--- src/rtl/piece_if.sv ---
// piece_if: the signal bundle between piece_controller and its environment
// (block_settling, the input buttons and the gravity tick).
//
// Handshake: piece_controller presents a request as movement != 0 together
// with the proposed cells on *_next_out. block_settling answers in the same
// cycle with changed_*, the collision-checked version of that proposal. The
// controller commits changed_* on the next rising edge. There is no ready or
// back-pressure; a request that is not selected in its cycle is lost.
//
// Modports:
//   master : piece_controller side (buttons/feedback in, piece state out)
//   slave  : environment side (drives buttons/feedback, observes piece state)
interface piece_if;
  logic       ce;
  logic       start;
  logic       btn_left;
  logic       btn_right;
  logic       btn_rot;
  logic       btn_down;
  logic       block_logic_reset;
  logic       game_over_logic;
  logic [3:0] changed_x1, changed_x2, changed_x3, changed_x4;
  logic [4:0] changed_y1, changed_y2, changed_y3, changed_y4;
  logic [3:0] x1, x2, x3, x4;
  logic [4:0] y1, y2, y3, y4;
  logic [3:0] x1_next_out, x2_next_out, x3_next_out, x4_next_out;
  logic [4:0] y1_next_out, y2_next_out, y3_next_out, y4_next_out;
  logic [2:0] movement;
  logic [2:0] block_type;
  logic [2:0] next_type;
  logic       game_over;

  modport master (
    input  ce, start, btn_left, btn_right, btn_rot, btn_down,
           block_logic_reset, game_over_logic,
           changed_x1, changed_x2, changed_x3, changed_x4,
           changed_y1, changed_y2, changed_y3, changed_y4,
    output x1, x2, x3, x4, y1, y2, y3, y4,
           x1_next_out, x2_next_out, x3_next_out, x4_next_out,
           y1_next_out, y2_next_out, y3_next_out, y4_next_out,
           movement, block_type, next_type, game_over
  );

  modport slave (
    output ce, start, btn_left, btn_right, btn_rot, btn_down,
           block_logic_reset, game_over_logic,
           changed_x1, changed_x2, changed_x3, changed_x4,
           changed_y1, changed_y2, changed_y3, changed_y4,
    input  x1, x2, x3, x4, y1, y2, y3, y4,
           x1_next_out, x2_next_out, x3_next_out, x4_next_out,
           y1_next_out, y2_next_out, y3_next_out, y4_next_out,
           movement, block_type, next_type, game_over
  );
endinterface

--- src/rtl/piece_controller.sv ---
// piece_controller: owns the active falling tetromino.
//  - Proposes the next cell coordinates for one movement per cycle
//    (gravity, soft drop, rotate, left, right) on bus.*_next_out.
//  - Commits block_settling's collision-checked bus.changed_* one edge later.
//  - Spawns a new piece, chosen by an 8-bit LFSR, each time block_settling
//    locks the current one; stops in OVER when game_over_logic is seen.
// Ports:
//   clk        system clock
//   reset      synchronous, active-high
//   bus        piece_if.master (buttons, block_settling feedback, piece state)
//   dbg_state  current FSM state (0 IDLE, 1 SPAWN, 2 FALL, 3 CHECK, 4 OVER)
module piece_controller #(
  parameter logic [7:0] LFSR_SEED = 8'hA5
) (
  input  logic       clk,
  input  logic       reset,
  piece_if.master    bus,
  output logic [2:0] dbg_state
);

  typedef enum logic [2:0] {
    S_IDLE  = 3'd0,
    S_SPAWN = 3'd1,
    S_FALL  = 3'd2,
    S_CHECK = 3'd3,
    S_OVER  = 3'd4
  } state_t;

  localparam logic [2:0] MV_HOLD  = 3'd0;
  localparam logic [2:0] MV_DOWN  = 3'd1;
  localparam logic [2:0] MV_ROT   = 3'd2;
  localparam logic [2:0] MV_LEFT  = 3'd3;
  localparam logic [2:0] MV_RIGHT = 3'd4;

  // Piece type 0 is "no piece"; an LFSR value of 0 in the low bits becomes J.
  function automatic logic [2:0] to_type(input logic [2:0] v);
    return (v == 3'd0) ? 3'd1 : v;
  endfunction

  state_t     state, state_nx;
  logic [7:0] lfsr;
  logic       lfsr_fb;
  logic [2:0] cand_type;
  logic       lock_prev;
  logic       lock;
  logic [2:0] block_type;
  logic [2:0] next_type;
  logic [2:0] mv;

  // Cell arrays; index 1 is the rotation pivot.
  logic [3:0] cur_x [4];
  logic [4:0] cur_y [4];
  logic [3:0] nxt_x [4];
  logic [4:0] nxt_y [4];
  logic [3:0] spn_x [4];
  logic [4:0] spn_y [4];
  logic [3:0] chg_x [4];
  logic [4:0] chg_y [4];

  logic signed [5:0] piv_x, piv_y;
  logic signed [5:0] rot_x [4];
  logic signed [5:0] rot_y [4];
  logic              rot_ok;
  logic              at_left, at_right;

  // ---------------------------------------------------------------------
  // Interface mapping
  // ---------------------------------------------------------------------
  assign chg_x[0] = bus.changed_x1;
  assign chg_x[1] = bus.changed_x2;
  assign chg_x[2] = bus.changed_x3;
  assign chg_x[3] = bus.changed_x4;
  assign chg_y[0] = bus.changed_y1;
  assign chg_y[1] = bus.changed_y2;
  assign chg_y[2] = bus.changed_y3;
  assign chg_y[3] = bus.changed_y4;

  assign bus.x1 = cur_x[0];
  assign bus.x2 = cur_x[1];
  assign bus.x3 = cur_x[2];
  assign bus.x4 = cur_x[3];
  assign bus.y1 = cur_y[0];
  assign bus.y2 = cur_y[1];
  assign bus.y3 = cur_y[2];
  assign bus.y4 = cur_y[3];

  assign bus.x1_next_out = nxt_x[0];
  assign bus.x2_next_out = nxt_x[1];
  assign bus.x3_next_out = nxt_x[2];
  assign bus.x4_next_out = nxt_x[3];
  assign bus.y1_next_out = nxt_y[0];
  assign bus.y2_next_out = nxt_y[1];
  assign bus.y3_next_out = nxt_y[2];
  assign bus.y4_next_out = nxt_y[3];

  assign bus.movement   = mv;
  assign bus.block_type = block_type;
  assign bus.next_type  = next_type;

  // ---------------------------------------------------------------------
  // Piece-type LFSR: Fibonacci, taps 8,6,5,4; free-running in every state
  // so the piece sequence depends on when the player presses start.
  // ---------------------------------------------------------------------
  assign lfsr_fb   = lfsr[7] ^ lfsr[5] ^ lfsr[4] ^ lfsr[3];
  assign cand_type = to_type(lfsr[2:0]);

  always_ff @(posedge clk) begin
    if (reset) lfsr <= LFSR_SEED;
    else       lfsr <= {lfsr[6:0], lfsr_fb};
  end

  // block_settling holds block_logic_reset for several cycles; only its
  // rising edge counts as a lock.
  always_ff @(posedge clk) begin
    if (reset) lock_prev <= 1'b0;
    else       lock_prev <= bus.block_logic_reset;
  end

  assign lock = bus.block_logic_reset & ~lock_prev;

  // ---------------------------------------------------------------------
  // FSM: state register / next state / outputs
  // ---------------------------------------------------------------------
  always_ff @(posedge clk) begin
    if (reset) state <= S_IDLE;
    else       state <= state_nx;
  end

  always_comb begin
    state_nx = state;
    case (state)
      S_IDLE:  if (bus.start) state_nx = S_SPAWN;
      S_SPAWN: state_nx = S_FALL;
      S_FALL:  if (lock) state_nx = S_CHECK;
      S_CHECK: state_nx = bus.game_over_logic ? S_OVER : S_SPAWN;
      S_OVER:  state_nx = S_OVER;
      default: state_nx = S_IDLE;
    endcase
  end

  // One request per cycle; lower-priority requests in the same cycle are
  // dropped.
  always_comb begin
    mv            = MV_HOLD;
    bus.game_over = (state == S_OVER);
    dbg_state     = state;
    if (state == S_FALL) begin
      if (bus.ce)             mv = MV_DOWN;
      else if (bus.btn_down)  mv = MV_DOWN;
      else if (bus.btn_rot)   mv = MV_ROT;
      else if (bus.btn_left)  mv = MV_LEFT;
      else if (bus.btn_right) mv = MV_RIGHT;
    end
  end

  // ---------------------------------------------------------------------
  // Spawn table for the previewed type
  // ---------------------------------------------------------------------
  always_comb begin
    spn_x = '{4'd3, 4'd4, 4'd5, 4'd6};
    spn_y = '{5'd0, 5'd0, 5'd0, 5'd0};
    case (next_type)
      3'd1: begin spn_x = '{4'd3, 4'd4, 4'd5, 4'd5}; spn_y = '{5'd0, 5'd0, 5'd0, 5'd1}; end
      3'd2: begin spn_x = '{4'd4, 4'd5, 4'd4, 4'd5}; spn_y = '{5'd0, 5'd0, 5'd1, 5'd1}; end
      3'd3: begin spn_x = '{4'd3, 4'd4, 4'd5, 4'd4}; spn_y = '{5'd0, 5'd0, 5'd0, 5'd1}; end
      3'd4: begin spn_x = '{4'd5, 4'd4, 4'd4, 4'd3}; spn_y = '{5'd0, 5'd0, 5'd1, 5'd1}; end
      3'd5: begin spn_x = '{4'd3, 4'd4, 4'd5, 4'd3}; spn_y = '{5'd0, 5'd0, 5'd0, 5'd1}; end
      3'd6: begin spn_x = '{4'd3, 4'd4, 4'd4, 4'd5}; spn_y = '{5'd0, 5'd0, 5'd1, 5'd1}; end
      default: begin spn_x = '{4'd3, 4'd4, 4'd5, 4'd6}; spn_y = '{5'd0, 5'd0, 5'd0, 5'd0}; end
    endcase
  end

  // ---------------------------------------------------------------------
  // Proposal datapath
  // ---------------------------------------------------------------------
  // Clockwise rotation about cell 1. Signed math so a cell that would land
  // above row 0 or left of column 0 is seen as out of range, which cancels
  // the whole rotation. The O piece never rotates.
  always_comb begin
    piv_x  = signed'({2'b00, cur_x[1]});
    piv_y  = signed'({1'b0, cur_y[1]});
    rot_ok = (block_type != 3'd2);
    for (int i = 0; i < 4; i++) begin
      rot_x[i] = piv_x - (signed'({1'b0, cur_y[i]}) - piv_y);
      rot_y[i] = piv_y + (signed'({2'b00, cur_x[i]}) - piv_x);
      if (rot_x[i] < 6'sd0 || rot_x[i] > 6'sd9 ||
          rot_y[i] < 6'sd0 || rot_y[i] > 6'sd19)
        rot_ok = 1'b0;
    end
  end

  always_comb begin
    at_left  = 1'b0;
    at_right = 1'b0;
    for (int i = 0; i < 4; i++) begin
      if (cur_x[i] == 4'd0) at_left  = 1'b1;
      if (cur_x[i] == 4'd9) at_right = 1'b1;
    end
  end

  always_comb begin
    nxt_x = cur_x;
    nxt_y = cur_y;
    case (mv)
      // Row 20 is the floor; block_settling uses it to detect landing.
      MV_DOWN: for (int i = 0; i < 4; i++) nxt_y[i] = cur_y[i] + 5'd1;
      MV_LEFT: if (!at_left)
        for (int i = 0; i < 4; i++) nxt_x[i] = cur_x[i] - 4'd1;
      MV_RIGHT: if (!at_right)
        for (int i = 0; i < 4; i++) nxt_x[i] = cur_x[i] + 4'd1;
      MV_ROT: if (rot_ok)
        for (int i = 0; i < 4; i++) begin
          nxt_x[i] = rot_x[i][3:0];
          nxt_y[i] = rot_y[i][4:0];
        end
      default: ;
    endcase
  end

  // ---------------------------------------------------------------------
  // Committed piece state
  // ---------------------------------------------------------------------
  always_ff @(posedge clk) begin
    if (reset) begin
      cur_x      <= '{4'd0, 4'd0, 4'd0, 4'd0};
      cur_y      <= '{5'd0, 5'd0, 5'd0, 5'd0};
      block_type <= 3'd0;
      next_type  <= to_type(LFSR_SEED[2:0]);
    end else if (state == S_SPAWN) begin
      cur_x      <= spn_x;
      cur_y      <= spn_y;
      block_type <= next_type;
      next_type  <= cand_type;
    end else if (state == S_FALL && mv != MV_HOLD) begin
      cur_x <= chg_x;
      cur_y <= chg_y;
    end
  end

endmodule
--- src/flat_wrapper.sv ---
// flat-port wrapper written by rule: the top's interface ports become plain ports
module piece_controller_flat 
#(
  parameter logic [7:0] LFSR_SEED = 8'hA5
)
  (clk, reset, dbg_state, bus_ce, bus_start, bus_btn_left, bus_btn_right, bus_btn_rot, bus_btn_down, bus_block_logic_reset, bus_game_over_logic, bus_changed_x1, bus_changed_x2, bus_changed_x3, bus_changed_x4, bus_changed_y1, bus_changed_y2, bus_changed_y3, bus_changed_y4, bus_x1, bus_x2, bus_x3, bus_x4, bus_y1, bus_y2, bus_y3, bus_y4, bus_x1_next_out, bus_x2_next_out, bus_x3_next_out, bus_x4_next_out, bus_y1_next_out, bus_y2_next_out, bus_y3_next_out, bus_y4_next_out, bus_movement, bus_block_type, bus_next_type, bus_game_over);
  piece_if bus_i ();
  input  logic clk;
  input  logic reset;
  output logic [2:0] dbg_state;
  input wire logic [$bits(bus_i.ce)-1:0] bus_ce;
  input wire logic [$bits(bus_i.start)-1:0] bus_start;
  input wire logic [$bits(bus_i.btn_left)-1:0] bus_btn_left;
  input wire logic [$bits(bus_i.btn_right)-1:0] bus_btn_right;
  input wire logic [$bits(bus_i.btn_rot)-1:0] bus_btn_rot;
  input wire logic [$bits(bus_i.btn_down)-1:0] bus_btn_down;
  input wire logic [$bits(bus_i.block_logic_reset)-1:0] bus_block_logic_reset;
  input wire logic [$bits(bus_i.game_over_logic)-1:0] bus_game_over_logic;
  input wire logic [$bits(bus_i.changed_x1)-1:0] bus_changed_x1;
  input wire logic [$bits(bus_i.changed_x2)-1:0] bus_changed_x2;
  input wire logic [$bits(bus_i.changed_x3)-1:0] bus_changed_x3;
  input wire logic [$bits(bus_i.changed_x4)-1:0] bus_changed_x4;
  input wire logic [$bits(bus_i.changed_y1)-1:0] bus_changed_y1;
  input wire logic [$bits(bus_i.changed_y2)-1:0] bus_changed_y2;
  input wire logic [$bits(bus_i.changed_y3)-1:0] bus_changed_y3;
  input wire logic [$bits(bus_i.changed_y4)-1:0] bus_changed_y4;
  output wire logic [$bits(bus_i.x1)-1:0] bus_x1;
  output wire logic [$bits(bus_i.x2)-1:0] bus_x2;
  output wire logic [$bits(bus_i.x3)-1:0] bus_x3;
  output wire logic [$bits(bus_i.x4)-1:0] bus_x4;
  output wire logic [$bits(bus_i.y1)-1:0] bus_y1;
  output wire logic [$bits(bus_i.y2)-1:0] bus_y2;
  output wire logic [$bits(bus_i.y3)-1:0] bus_y3;
  output wire logic [$bits(bus_i.y4)-1:0] bus_y4;
  output wire logic [$bits(bus_i.x1_next_out)-1:0] bus_x1_next_out;
  output wire logic [$bits(bus_i.x2_next_out)-1:0] bus_x2_next_out;
  output wire logic [$bits(bus_i.x3_next_out)-1:0] bus_x3_next_out;
  output wire logic [$bits(bus_i.x4_next_out)-1:0] bus_x4_next_out;
  output wire logic [$bits(bus_i.y1_next_out)-1:0] bus_y1_next_out;
  output wire logic [$bits(bus_i.y2_next_out)-1:0] bus_y2_next_out;
  output wire logic [$bits(bus_i.y3_next_out)-1:0] bus_y3_next_out;
  output wire logic [$bits(bus_i.y4_next_out)-1:0] bus_y4_next_out;
  output wire logic [$bits(bus_i.movement)-1:0] bus_movement;
  output wire logic [$bits(bus_i.block_type)-1:0] bus_block_type;
  output wire logic [$bits(bus_i.next_type)-1:0] bus_next_type;
  output wire logic [$bits(bus_i.game_over)-1:0] bus_game_over;
  assign bus_i.ce = bus_ce;
  assign bus_i.start = bus_start;
  assign bus_i.btn_left = bus_btn_left;
  assign bus_i.btn_right = bus_btn_right;
  assign bus_i.btn_rot = bus_btn_rot;
  assign bus_i.btn_down = bus_btn_down;
  assign bus_i.block_logic_reset = bus_block_logic_reset;
  assign bus_i.game_over_logic = bus_game_over_logic;
  assign bus_i.changed_x1 = bus_changed_x1;
  assign bus_i.changed_x2 = bus_changed_x2;
  assign bus_i.changed_x3 = bus_changed_x3;
  assign bus_i.changed_x4 = bus_changed_x4;
  assign bus_i.changed_y1 = bus_changed_y1;
  assign bus_i.changed_y2 = bus_changed_y2;
  assign bus_i.changed_y3 = bus_changed_y3;
  assign bus_i.changed_y4 = bus_changed_y4;
  assign bus_x1 = bus_i.x1;
  assign bus_x2 = bus_i.x2;
  assign bus_x3 = bus_i.x3;
  assign bus_x4 = bus_i.x4;
  assign bus_y1 = bus_i.y1;
  assign bus_y2 = bus_i.y2;
  assign bus_y3 = bus_i.y3;
  assign bus_y4 = bus_i.y4;
  assign bus_x1_next_out = bus_i.x1_next_out;
  assign bus_x2_next_out = bus_i.x2_next_out;
  assign bus_x3_next_out = bus_i.x3_next_out;
  assign bus_x4_next_out = bus_i.x4_next_out;
  assign bus_y1_next_out = bus_i.y1_next_out;
  assign bus_y2_next_out = bus_i.y2_next_out;
  assign bus_y3_next_out = bus_i.y3_next_out;
  assign bus_y4_next_out = bus_i.y4_next_out;
  assign bus_movement = bus_i.movement;
  assign bus_block_type = bus_i.block_type;
  assign bus_next_type = bus_i.next_type;
  assign bus_game_over = bus_i.game_over;
  piece_controller #(.LFSR_SEED(LFSR_SEED)) u_core (.clk(clk), .reset(reset), .bus(bus_i), .dbg_state(dbg_state));
endmodule
--- config.mk ---
export PLATFORM = sky130hd
export DESIGN_NAME = piece_controller_flat
export DESIGN_NICKNAME = d
export VERILOG_FILES = /design/src/rtl/piece_if.sv /design/src/rtl/piece_controller.sv /design/src/flat_wrapper.sv
export SDC_FILE = /design/constraint.sdc
export NUM_CORES = 1
export LEC_CHECK = 0
export ABC_AREA = 1
export BUFFER_PORTS_ARGS = -buffer_cell sky130_fd_sc_hd__buf_2
export CAP_MARGIN = 20
export CORE_AREA = 3 3 140 142
export DETAILED_ROUTE_END_ITERATION = 16
export DIE_AREA = 0 0 143 145
export GPL_TIMING_DRIVEN = 0
export PLACE_DENSITY = 0.62
export SYNTH_ARGS = -nofsm -noshare
export SYNTH_HDL_FRONTEND = slang
export SYNTH_SLANG_ARGS = --single-unit
--- constraint.sdc ---
create_clock -name clk -period 7.2 [get_ports clk]
set_input_delay 1.08 -clock clk [delete_from_list [all_inputs] [get_ports clk]]
set_output_delay 1.08 -clock clk [all_outputs]
set_load 0.05 [all_outputs]
==> reports/qor.txt <==
maximum fanout along the worst path -> 18
Synth Warn # -> 0
# setup viols final -> 0
synth unique cells -> 41
1st-iter DRT viols -> 548
Crit Reg-Reg Endpoint -> u_core.bus.y3[4]$_SDFFE_PP0P_
Fin Setup TNS -> 0 ns
hold depth -> 1
post-layout minimum cycle time -> 5.83 ns
PostCTS Resize Cnt -> 0
Die Ht -> 145 µm
final WL -> 23.7 mm
I/O pins -> 131
largest net degree at the start of global routing -> 20
worst hold path startpoint -> u_core.lfsr[6]$_SDFF_PP0_
CORE AREA -> 18600 µm²
hold buffers post-CTS -> 0
post-synth top area cell -> dfxtp_1
vias per cell -> 5.37
fin cells -> 1354
Worst Hold Path EP -> u_core.lfsr[7]$_SDFF_PP1_
cell family with the largest share of critical-path delay -> buffers and inverters
post-synthesis instance total -> 983
Synth async-reset ratio -> 0%
Lkg Pwr -> 3.85 nW
PD cells -> 400 nW/µm²
# rows -> 50
Max IR drop VDD -> 248 µV
drt pass-1 iters -> 5
worst-skew pair later-pin latency -> 0.31 ns
vias in the first global route -> 6831
max frequency -> 172 MHz
WS Path Type -> flop to output port
slowest CP cell -> fa_1
Die ar. -> 20700 µm²
slew margin rel. -> 43.3%
Synth area leaders -> dfxtp_1, ha_1, nand2_1
CTS tree -> done
nets -> 1259
synthesized area per cell -> 6.56 µm²
Tot GR Track Use -> 22.3%
startpoint types -> flop
depth of the CTS H-tree -> 2
post-route ant nets -> 0
grt total ovfl -> 0
first-pass GRT wire length -> 37.0 mm
Reg2Reg Depth -> 9
most frequent cells in the layout -> nand2_1, buf_2, inv_1, nand3_1, a21oi_1
status -> completed
Synth top area share -> 16.8%
most frequent cell on the critical path -> nand2_1
sequential fraction of the synthesis area -> 16.8%
hpwl dp -> 19.0 mm
Post-synth EDFFs -> 0
slowest stage delay, CP -> 0.60 ns
Initial Utilization -> 34.7%
crit path DAT -> 4.75 ns
initial antenna violation count -> 0
Final Hold Vio Count -> 0
RSZ-0062 raised after global routing -> no
Final Max Slew Viols -> 0
Yosys reg bits -> 54
Clock Pin Slew Worst Setup and Hold Paths -> 0.08 ns
critical path data required time -> 6.12 ns
CTS buffer count -> 5
Root Driver -> clkbuf_16
kind of end point of the critical path -> output port
Routability Congestion -> 0.954
mapped cell area -> 6440 µm²
MaxCap Viol Count -> 0
Final Cycle Share -> 81.0%
Area Growth Syn to Fin -> 17.0%
DR WL/cell -> 17.5 µm
Critical R2R Launch -> u_core.dbg_state[0]$_SDFFE_PP0P_
dominant synthesized flop cell -> dfxtp_1
Worst Skew -> 0.0102 ns
number of remaining DRC errors -> 0
Die Span X -> 143 µm
Min-Delay Path Class -> flop to flop
clock sinks -> 54
clock tree buffer depth -> 2
CP bufs+invs -> 3
Port Buf Inserts -> 129
Antenna diodes -> 0
Worst Max-Slew Pin Slew -> 0.850 ns
commonest non-fill, non-tap cell in the layout -> nand2_1
share of cells above drive strength 1 -> 16.6%
Critical Path, Cell by Cell -> inv_1 > fa_1 > nand2_1 > nand2_1 > a21oi_1 > ha_1 > a21oi_1 > a21boi_0 > nand3b_1 > nand2_1 > nand4_1 > nor2_1 > nand2_2 > buf_4 > nand2_1 > nand3_1 > a21oi_1 > buf_2
postcts setup bufs -> 0
via count -> 7268
r2r setup slk -> 4.97 ns
syn nets -> 1123
Placed Cells -> 1346
[cells in the mapped netlist, types with 6 or more instances]
master	n
ha_1	75
o21bai_1	6
nand4_1	15
a211oi_1	33
nor2_1	77
fa_1	19
buf_2	15
xor2_1	26
a21oi_1	91
nand2_1	181
inv_1	121
a31oi_1	6
dfxtp_1	54
clkbuf_1	15
o21ai_0	50
nand3b_1	8
o22ai_1	6
nor3_1	20
nand3_1	112
inv_2	11
[state kept, by name, indices dropped and copies added (netlist names)]
register	count
u_core.bus.block_type	3
u_core.bus.next_type	3
u_core.bus.x1	4
u_core.bus.x2	4
u_core.bus.x3	4
u_core.bus.x4	4
u_core.bus.y1	5
u_core.bus.y2	5
u_core.bus.y3	5
u_core.bus.y4	5
u_core.dbg_state	3
u_core.lfsr	8
u_core.lock_prev	1
[through the flow]
step / instance area [µm²] / hold slack (ns) / utilization (%) / power (W) / worst slack (ns)
after floorplan: 6440 / 0.389 / - / 0.00217 / 1.66
after global placement: 7380 / 0.394 / 39.7 / 0.00272 / 1.74
after detailed placement: 7380 / 0.401 / 39.7 / 0.00273 / 1.74
after CTS: 7540 / 0.429 / 40.6 / 0.00300 / 1.42
after global routing: 7540 / 0.446 / 40.6 / 0.00329 / 1.09
final: 7540 / 0.422 / 40.6 / 0.00302 / 1.37
[cells by family after synthesis]
logic type	count (synthesis)	share of synthesized area [%]
simple gates	431	29.8
compound gates	207	18.5
buf+inv	167	10.4
fa+ha+maj	94	20.5
flops	54	16.8
xor+xnor	30	4.08
[how the worst max path moves through the flow]
stage               cells after the start                  to                     startpoint
finish                                 18  bus_x4_next_out[2]  u_core.bus.x2[1]$_SDFFE_PP0P_
floorplan                              16  bus_y3_next_out[0]  u_core.bus.x2[1]$_SDFFE_PP0P_
global route                           18  bus_x4_next_out[2]  u_core.bus.x2[1]$_SDFFE_PP0P_
global placement                       18  bus_x4_next_out[2]  u_core.bus.x2[1]$_SDFFE_PP0P_
CTS                                    18  bus_x4_next_out[2]  u_core.bus.x2[1]$_SDFFE_PP0P_
detailed placement                     18  bus_x4_next_out[2]  u_core.bus.x2[1]$_SDFFE_PP0P_
[layer usage]
| metal | share of wire (%) | vias up | track usage, % |
|---|---|---|---|
| li1 | - | 3585 | - |
| met1 | 44 | 3387 | 30.5 |
| met2 | 47 | 254 | 37.3 |
| met3 | 6.3 | 42 | 2.11 |
| met4 | 2.2 | 0 | 5.70 |
| met5 | 0 | - | 0 |
[where the power goes]
part	internal (W)	total, W	switching, W
sequential	0.000355	0.000489	0.000134
combinational	0.000708	0.00227	0.00156
clock	0.000133	0.000263	0.000130
[final cells by class]
cell class | count | area (µm²)
plain buffers | 34 | 165
clock buffers | 5 | 125
clock inverters | 3 | 28.8
fillers | 2007 | 11000
inverters | 133 | 504
multi-input cells | 762 | 4690
flip-flops and latches | 54 | 1080
well taps | 234 | 293
repair buffers | 129 | 646
Power figures use the tool's default switching activity.
